File: src/rtl/latch_bank_rom_reader.sv
`default_nettype none
// ============================================================================
// Module   : latch_bank_rom_reader
// Purpose  : Maps CPU cartridge reads to SDRAM reads. The 0x8000-0xBFFF window
//            uses the latched bank and 0x4000-0x7FFF uses bank 0. A one-entry
//            read cache lets repeated fetches skip SDRAM.
// Revision : 1.0 - initial release
// ============================================================================
module latch_bank_rom_reader #(
  parameter int ADDR_W = 25
) (
  input  logic              clk,
  input  logic              reset,
  input  logic              cs,
  input  logic              cpu_rd,
  input  logic [15:0]       cpu_addr,
  input  logic [7:0]        bank_latch,
  input  logic [ADDR_W-1:0] rom_base,
  input  logic [ADDR_W-1:0] rom_mask,
  input  logic              cache_flush,
  output logic              mem_req,
  output logic [ADDR_W-1:0] mem_addr,
  input  logic              mem_ack,
  input  logic [7:0]        mem_data,
  output logic [7:0]        cpu_data,
  output logic              cpu_wait
);

  localparam logic [1:0] c_IDLE = 2'd0;
  localparam logic [1:0] c_REQ  = 2'd1;
  localparam logic [1:0] c_DONE = 2'd2;
  localparam int         c_OFF_W = 22;

  logic [1:0]        r_state;
  logic [1:0]        w_next;
  logic              r_rd_q;
  logic              w_window;
  logic              w_start;
  logic              w_hit;
  logic              w_fill;
  logic [7:0]        w_bank;
  logic [ADDR_W-1:0] w_off;
  logic [ADDR_W-1:0] w_addr;
  logic [ADDR_W-1:0] r_mem_addr;
  logic              r_valid;
  logic [ADDR_W-1:0] r_tag;
  logic [7:0]        r_data;

  // Only the rising edge of cpu_rd in IDLE launches a transaction.
  assign w_window = (cpu_addr[15:14] == 2'b01) || (cpu_addr[15:14] == 2'b10);
  assign w_start  = cs && cpu_rd && !r_rd_q && w_window && (r_state == c_IDLE);

  assign w_bank = (cpu_addr[15:14] == 2'b10) ? bank_latch : 8'h00;
  assign w_off  = {{(ADDR_W-c_OFF_W){1'b0}}, w_bank, cpu_addr[13:0]};
  assign w_addr = rom_base + (w_off & rom_mask);

  // The tag is the full SDRAM address, so bank switches never need a flush.
  assign w_hit  = r_valid && (r_tag == w_addr);
  assign w_fill = (r_state == c_REQ) && mem_ack;

  assign mem_addr = r_mem_addr;

  always_ff @(posedge clk or posedge reset) begin
    if (reset) begin
      r_state <= c_IDLE;
    end else begin
      r_state <= w_next;
    end
  end

  always_comb begin
    w_next = r_state;
    case (r_state)
      c_IDLE: if (w_start) w_next = w_hit ? c_DONE : c_REQ;
      c_REQ:  if (mem_ack) w_next = cpu_rd ? c_DONE : c_IDLE;
      c_DONE: if (!cpu_rd) w_next = c_IDLE;
      default: w_next = c_IDLE;
    endcase
  end

  always_comb begin
    mem_req  = 1'b0;
    cpu_wait = w_start;
    cpu_data = 8'hFF;
    case (r_state)
      c_REQ: begin
        mem_req  = 1'b1;
        cpu_wait = 1'b1;
      end
      c_DONE: cpu_data = r_data;
      default: ;
    endcase
  end

  always_ff @(posedge clk or posedge reset) begin
    if (reset) begin
      r_rd_q     <= 1'b0;
      r_mem_addr <= '0;
    end else begin
      r_rd_q <= cpu_rd;
      if (w_start) r_mem_addr <= w_addr;
    end
  end

  // A fill landing in the same cycle as a flush leaves the entry valid.
  always_ff @(posedge clk or posedge reset) begin
    if (reset) begin
      r_valid <= 1'b0;
      r_tag   <= '0;
      r_data  <= 8'h00;
    end else if (w_fill) begin
      r_valid <= 1'b1;
      r_tag   <= r_mem_addr;
      r_data  <= mem_data;
    end else if (cache_flush) begin
      r_valid <= 1'b0;
    end
  end

endmodule
`default_nettype wire

File: config.mk
export PLATFORM = sky130hd
export DESIGN_NAME = latch_bank_rom_reader
export DESIGN_NICKNAME = d
export VERILOG_FILES = /design/src/rtl/latch_bank_rom_reader.sv
export SDC_FILE = /design/constraint.sdc
export NUM_CORES = 1
export LEC_CHECK = 0
export CORE_MARGIN = 4
export CORE_UTILIZATION = 35
export CTS_CLUSTER_SIZE = 20
export DETAILED_ROUTE_END_ITERATION = 10
export SLEW_MARGIN = 10
export SYNTH_ARGS = -nofsm -noshare
export SYNTH_HDL_FRONTEND = slang
export SYNTH_SLANG_ARGS = --single-unit
File: constraint.sdc
create_clock -name clk -period 4.98 [get_ports clk]
set_input_delay 0.996 -clock clk [delete_from_list [all_inputs] [get_ports clk]]
set_output_delay 0.996 -clock clk [all_outputs]
set_load 0.02 [all_outputs]
After elaboration in Yosys (flattened, before gate mapping)
Cells that the tools add are included.
Word-level totals
  flip-flop bits (word level): 62
  logic and storage cells: 39
  bits in latches: 0
  bits in read-only memories: 0
  RAM bits: 0
  memories kept: 0
  input bits: 88
Cells by class
  shifts and indexed selects: 0
  reductions and logical operators: 11
  add/subtract/negate cells: 1
  equality and inequality tests: 8
  div/mod/pow operators: 0
  multiplexer cells: 12
  multipliers: 0
  bitwise gates (word level): 1
  order comparisons: 0
Operators by type and width (number)
  $add 25x25->25: 1
  $and 22x25->25: 1
  $eq 25x25->1: 1
  $mux 8: 2
  $mux 2: 5
  $logic_and 1x1->1: 6
  $ne 2x2->1 const B: 3
  $pmux 2 s3: 1
  $eq 2x1->1 const B: 2
  $eq 2x2->1 const B: 2
  $mux 1: 4
  $reduce_and 3->1: 1
  $logic_not 2->1: 1
  $reduce_bool 2->1: 1
  $logic_not 1->1: 1
  $logic_or 1x1->1: 1

Longest topological paths before layout
Gate-level depths: netlist (run 1).
  depth after elaboration: 9
  depth in mapped cells: 14

Worst setup path before layout (run 1)
Ideal clock, no wire load.
  path kind: input to register
  from: in cpu_addr[14]
  to: reg r_state[1]
  setup slack: 0.731 ns
  setup time: 0.066 ns
  stages: 14
  data arrival time: 4.183 ns
  data required time: 4.914 ns
  path buffers: 1
  path through: inv_1 > ha_1 > and3_1 > ha_1 > clkbuf_1 > nand4_1 > nor3_1 > nand2_1 > o311ai_0 > xnor2_1 > xnor2_1 > or3_2 > or4_1 > nand2_1
Between the ends
  word-level cells in the longest chain between the ends: 9
  elaborated cells between the ends (all ways): 15
  classes of those cells: add/sub: 1; eq/ne: 4; mux: 4; bitwise: 1; reduce/logical: 5
RTL lines
  start: declaration: RTL line 16  | input logic [15:0] cpu_addr,
  $eq 2x2->1: RTL line 50, 53
  $mux 8: RTL line 53  | assign w_bank = (cpu_addr[15:14] == 2'b10) ? bank_latch : 8'h00;
  $and 22x25->25: RTL line 55  | assign w_addr = rom_base + (w_off & rom_mask);
  $add 25x25->25: RTL line 55
  $eq 25x25->1: RTL line 58  | assign w_hit = r_valid && (r_tag == w_addr);
  $logic_and 1x1->1: RTL line 58
  $mux 2 (2 in a row): RTL line 74  | c_IDLE: if (w_start) w_next = w_hit ? c_DONE : c_REQ;
  $pmux 2 s3: RTL line 73  | case (r_state)
  end signal: assignment: RTL line 65  | r_state <= c_IDLE;
  end signal: assignment: RTL line 67  | r_state <= w_next;
  end: declaration: RTL line 34  | logic [1:0] r_state;
Parallel ways exist; a longest one is shown, timed or not. The select of a mux whose other input is x is not followed.
A chain may end at the register's enable or synchronous reset.

Worst setup path in the final report (run 1)
Ends and elaborated chain as after synthesis.

==> impl_metrics.json, run 1 <==
{
  "status": "completed",
  "clk_pin_slew_ns": 0.05,
  "p_per_area_nw_per_um2": 368.2,
  "fin_nets": 752,
  "antenna_cells": 0,
  "rsz0062_at_grt": "no",
  "cts.sinks": 62,
  "synth_compound_area_share_pct": 18.56,
  "die_w_um": 122.5,
  "grt_pass1_wl_um": 21730,
  "total_power_mw": 2.381,
  "ctsHtreeMaxLevel": 3,
  "post-route-min-period_ns": 4.717,
  "core_area_um2": 12720,
  "ys_warn_count": 0,
  "worstMarginPinSlew_ns": 0.7766,
  "grt_overflow": 0,
  "dominantRegCellSynth": "dfrtp_1",
  "hold_viol": 0,
  "clkLatencyLatePin_ns": 0.33,
  "multi_input_comb_area_um2": 2878,
  "required_ns": 5.24,
  "cts.path.max_buffers": 2,
  "drive_gt1_share_pct": 17.21,
  "slowest_stage": "or4_1",
  "synthCells": 493,
  "synth_mux_area_share_pct": 9.292,
  "yosysMostFrequentCell": "dfrtp_1",
  "portBuffers": 119,
  "max_freq_mhz": 212.0,
  "clock_skew_ns": 0.006222,
  "worst_setup_path_end_kind": "flip-flop",
  "peakVddDrop_v": 0.0002493,
  "hold_class": "flip-flop to flip-flop",
  "start_util_pct": 36.09,
  "slew_headroom_pct": 48.23,
  "critPathKind": "input pin to flip-flop",
  "cpPeakStageDelay_ns": 0.53,
  "num_vias": 4251,
  "area_delta_synth_final_pct": 40.84,
  "synth_edf_count": 0,
  "yosys.area_share.simple_pct": 18.39,
  "cp_data_arrival_time_ns": 4.98,
  "slew_violations": 0,
  "max-cap-violations": 0,
  "start_kind": "input pin",
  "cts_buffers": 9,
  "grt_max_degree": 63,
  "die_y_um": 122.5,
  "async_reset_ff_share_pct": 100.0,
  "setup_viol": 0,
  "cts_tree": "built",
  "fin_area_um2": 6467,
  "synthAdderAreaFrac_pct": 6.703,
  "place.gp.congestion": 0.9268,
  "routed_via_density": 5.203,
  "netlist_top_cells_count": "62 x dfrtp_1, 54 x nand2_1, 37 x mux2_2",
  "final_antenna_net_count": 0,
  "synth_top_family_by_area": "compound AO/OA/AOI/OAI gates",
  "netlist_area_um2": 4592,
  "wire_per_inst_um": 16.83,
  "antenna_found_initial": 0,
  "totalWireLength_um": 13750,
  "seqCellArea_um2": 1551,
  "root_buffer": "clkbuf_16",
  "drc_errors": 0,
  "row_count": 41,
  "ios": 123,
  "synthXorXnorAreaFrac_pct": 9.482,
  "fill_cells": 1254,
  "drtIter0Drc": 152,
  "yosysTopAreaCell": "dfrtp_1",
  "die-area_um2": 15020,
  "synthTopCellsByArea": "dfrtp_1 34%, mux2_2 9.1%, ha_1 6.3%, nand2_1 4.4%, o21ai_0 3.9%",
  "synth_cell_types": 72,
  "placed_area_um2": 6173,
  "drt-pass1-iter-count": 4,
  "crit_chain": "clkdlybuf4s50_1 -> inv_1 -> ha_1 -> and3_1 -> ha_1 -> o21ai_0 -> o211ai_1 -> o211ai_1 -> a21oi_1 -> or4b_1 -> a32o_1 -> or4_4 -> or4_1 -> nand2_1",
  "grt_pass1_vias": 4355,
  "rrSetupSlack_ns": 1.95,
  "ys_seq_elements": 62,
  "dpl.hpwl_um": 11100,
  "p_leak_nw": 2.779,
  "min_period_over_period_pct": 94.72,
  "synth_top_area_share_pct": 33.79,
  "grt_usage_pct": 18.40,
  "synth_nets": 605,
  "yosysSeqAreaShare_pct": 33.79,
  "cp_max_fo": 8,
  "syn_avg_cell_area_um2": 9.314
}
-- state kept, by name (all words and copies together), names as in the netlist --
name,cells
mem_addr,25
r_data,8
r_rd_q,1
r_state,2
r_tag,25
r_valid,1
-- final timing paths --
check | start | endpoint | depth (start not counted)
setup / recovery | cpu_addr[14] | r_state[1]$_DFFE_PP0P_ | 14
hold / removal | r_data[4]$_DFFE_PP0P_ | r_data[4]$_DFFE_PP0P_ | 1
setup reg to reg | r_tag[16]$_DFFE_PP0P_ | r_state[1]$_DFFE_PP0P_ | 9
hold reg to reg | r_data[4]$_DFFE_PP0P_ | r_data[4]$_DFFE_PP0P_ | 1
max in group asynchronous | reset | mem_addr[17]$_DFFE_PP0P_ | 3
min in group asynchronous | reset | r_tag[0]$_DFFE_PP0P_ | 3
-- routing by layer --
layer	wire length [µm]	vias up	GRT usage [%]
met5	0	-	0
met4	312	0	5.038
met3	763	21	4.147
met2	6726	131	31.98
met1	5947	1991	22.96
li1	-	2108	-
-- power by group --
part / total, mW / internal (mW) / switching, mW
logic: 0.959 / 0.526 / 0.433
clock network: 0.593 / 0.383 / 0.210
registers: 0.829 / 0.692 / 0.137
-- cells in the final DEF, fill, tap and decap left out, drive strengths merged, types with 18 or more instances in the layout --
master,instances
xor2,18
and2,18
xnor2,20
ha,23
nand2,55
clkdlybuf4s50,119
mux2,37
dfrtp,62
a21oi,30
o21ai,37
buf,40
nor2,21
-- worst max-delay path, delay by kind of cell --
family                     cells  cell delay [ns]
buffers and inverters          2             0.51
and+or+nand+nor                5             1.78
AOI/OAI and AO/OA              5             1.01
adders and majority gates      2             0.68
-- final cells by class --
class / count / area share (%)
clock inverter: 5 / 0.7738
timing repair buffer: 159 / 23.06
multi-input combinational: 395 / 44.50
clock buffer: 11 / 3.598
sequential: 62 / 23.99
tap: 172 / 3.328
inverter: 13 / 0.7545
-- cells by family (layout without fill, tap and decap cells) --
group | Yosys count | count (layout)
xor+xnor | 42 | 42
simple gates | 163 | 163
fa+ha+maj | 24 | 24
buf+inv | 36 | 188
compound gates | 128 | 128
mux | 38 | 38
flops | 62 | 62
-- per-stage QoR --
| step | instances | setup TNS (ns) | util (%) | hold WS (ns) | setup slack [ns] |
|---|---|---|---|---|---|
| 6_report | 817 | 0 | 50.84 | 0.4942 | 0.2627 |
| 5_1_grt | 817 | 0 | 50.84 | 0.5054 | 0.03609 |
| 4_1_cts | 817 | 0 | 50.75 | 0.4982 | 0.2734 |
| 3_5_place_dp | 801 | -0.07244 | 48.52 | 0.4859 | -0.07244 |
| 3_3_place_gp | 801 | -0.08486 | 48.52 | 0.4808 | -0.08486 |
| 2_1_floorplan | 493 | 0 | - | 0.4701 | 0.7306 |
-- repair_timing --
action	CTS	global route
setup endpoints to repair	0	1
hold buffers	0	0
resized for setup	0	3
buffers inserted	0	0
No activity file was read; power rests on OpenSTA's default activity.
==> run 2: changes to the inputs <==
--- a/config.mk
+++ b/config.mk
@@ -5,6 +5,7 @@
 export SDC_FILE = /design/constraint.sdc
 export NUM_CORES = 1
 export LEC_CHECK = 0
+export CAP_MARGIN = 20
 export CORE_MARGIN = 4
 export CORE_UTILIZATION = 35
 export CTS_CLUSTER_SIZE = 20
==> results of run 2 <==
Final layout, timing and power as in run 1 (identical DEF).
==> run 3: changes to the inputs <==
--- a/config.mk
+++ b/config.mk
@@ -10,6 +10,8 @@
 export CORE_UTILIZATION = 35
 export CTS_CLUSTER_SIZE = 20
 export DETAILED_ROUTE_END_ITERATION = 10
+export GPL_TIMING_DRIVEN = 0
+export PLACE_DENSITY_LB_ADDON = 0.2
 export SLEW_MARGIN = 10
 export SYNTH_ARGS = -nofsm -noshare
 export SYNTH_HDL_FRONTEND = slang
==> run 3 against run 2 <==
Clock skew rose by 0.00088 ns. Register-to-register slack worse by 0.06 ns. Final area is 2.4% lower. Critical path type unchanged. Largest cell class unchanged.
==> impl_metrics.json, run 3 (synthesized netlist as in run 1, its figures left out) <==
{
  "wire_per_inst_um": 17.61,
  "cts_buffers": 9,
  "drtIter0Drc": 255,
  "cpPeakStageDelay_ns": 0.56,
  "totalWireLength_um": 13980,
  "crit_chain": "clkdlybuf4s50_1 -> inv_1 -> ha_1 -> and3_1 -> ha_1 -> nand4_1 -> nor2_1 -> nand3_1 -> a41o_1 -> nor4_1 -> nand4_1 -> or4_4 -> or4_1 -> nand2_1",
  "fin_ws_ns": 0.1743,
  "grt_pass1_vias": 4320,
  "ios": 123,
  "cp_num_buf_inv": 2,
  "max-cap-violations": 0,
  "clk_pin_slew_ns": 0.05,
  "placed_area_um2": 6001,
  "grt_usage_pct": 18.99,
  "dpl.hpwl_um": 11200,
  "cts.path.max_buffers": 2,
  "drc_errors": 0,
  "critPathKind": "input pin to flip-flop",
  "start_util_pct": 36.09,
  "fill_cells": 1238,
  "drt-pass1-iter-count": 4,
  "hold_viol": 0,
  "max_freq_mhz": 208.1,
  "die_w_um": 122.5,
  "grt_max_degree": 63,
  "critPathTopFamily": "simple AND/OR/NAND/NOR gates",
  "hold_class": "flip-flop to flip-flop",
  "antenna_found_initial": 0,
  "drive_gt1_share_pct": 13.18,
  "routed_via_density": 5.368,
  "clkLatencyLatePin_ns": 0.32,
  "required_ns": 5.23,
  "layout.cells.non_filler": 794,
  "worstMarginPinSlew_ns": 0.7651,
  "slew_headroom_pct": 48.99,
  "peakVddDrop_v": 0.0002613,
  "ctsHtreeMaxLevel": 3,
  "cp_data_arrival_time_ns": 5.06,
  "slowest_stage": "or4_4",
  "dp_slack_ns": -0.4820,
  "cts_setup_buffers": 0,
  "final_core_util_pct": 49.61,
  "clock_skew_ns": 0.007104,
  "worst_setup_path_end_kind": "flip-flop",
  "place.gp.congestion": 0.8906,
  "die-area_um2": 15020,
  "root_buffer": "clkbuf_16",
  "post-place-cells": 784,
  "cts.sinks": 62,
  "post-route-min-period_ns": 4.806,
  "cp_max_fo": 9,
  "fin_area_um2": 6311,
  "row_count": 41,
  "ctsHoldBuffers": 0,
  "layout_commonest_cell": "clkdlybuf4s50_1",
  "antenna_cells": 0,
  "p_per_area_nw_per_um2": 375.1,
  "p_leak_nw": 2.650,
  "num_vias": 4262,
  "die_y_um": 122.5,
  "total_power_mw": 2.367,
  "slew_violations": 0,
  "area_delta_synth_final_pct": 37.44,
  "portBuffers": 119,
  "core_area_um2": 12720,
  "status": "completed",
  "layout_common_cells": "119 x clkdlybuf4s50_1, 62 x dfrtp_1, 54 x nand2_1",
  "grt_overflow": 0,
  "fin_nets": 732,
  "grt_pass1_wl_um": 22270,
  "holdWs_ns": 0.4916,
  "cts_tree": "built",
  "setup_viol": 0,
  "tns_ns": 0,
  "start_kind": "input pin",
  "final_antenna_net_count": 0,
  "min_period_over_period_pct": 96.50
}
-- run 3: worst paths after layout --
| kind | from | end | slack (ns) | cells past startpoint |
|---|---|---|---|---|
| min | r_data[6]$_DFFE_PP0P_ | r_data[6]$_DFFE_PP0P_ | 0.49 | 1 |
| min reg2reg | r_data[6]$_DFFE_PP0P_ | r_data[6]$_DFFE_PP0P_ | 0.49 | 1 |
| min in group asynchronous | reset | mem_addr[0]$_DFFE_PP0P_ | 1.18 | 2 |
| max reg2reg | r_tag[16]$_DFFE_PP0P_ | r_state[1]$_DFFE_PP0P_ | 1.89 | 9 |
| max | cpu_addr[14] | r_state[1]$_DFFE_PP0P_ | 0.17 | 14 |
| max in group asynchronous | reset | r_tag[23]$_DFFE_PP0P_ | 3.30 | 2 |
-- run 3: layout make-up --
type | count | area [µm²] | share of cell area, %
plain buffers | 20 | 118.9 | 1.883
clock buffers | 11 | 242.7 | 3.846
clock inverters | 2 | 35.03 | 0.5551
inverters | 13 | 51.30 | 0.8128
multi-input cells | 395 | 2905 | 46.03
flip-flops and latches | 62 | 1551 | 24.58
well taps | 172 | 215.2 | 3.410
repair buffers | 119 | 1191 | 18.87
-- run 3: power by group --
group / leakage [nW] / internal [mW] / switching, mW
registers: 0.780 / 0.692 / 0.140
logic: 1.73 / 0.508 / 0.440
clock network: 0.137 / 0.391 / 0.197
-- run 3: repair_timing --
action | 4_1_cts | 5_1_grt
pin swaps | 1 | 0
resized for setup | 2 | 9
setup endpoints to repair | 2 | 2
-- run 3: per-layer routing --
metal / up-vias / global-route usage (%) / part of all wire (%)
met5: - / 0 / 0
met4: 0 / 6.158 / 2.6
met3: 23 / 4.378 / 5.0
met2: 133 / 31.02 / 47
met1: 2047 / 24.91 / 45
li1: 2059 / - / -
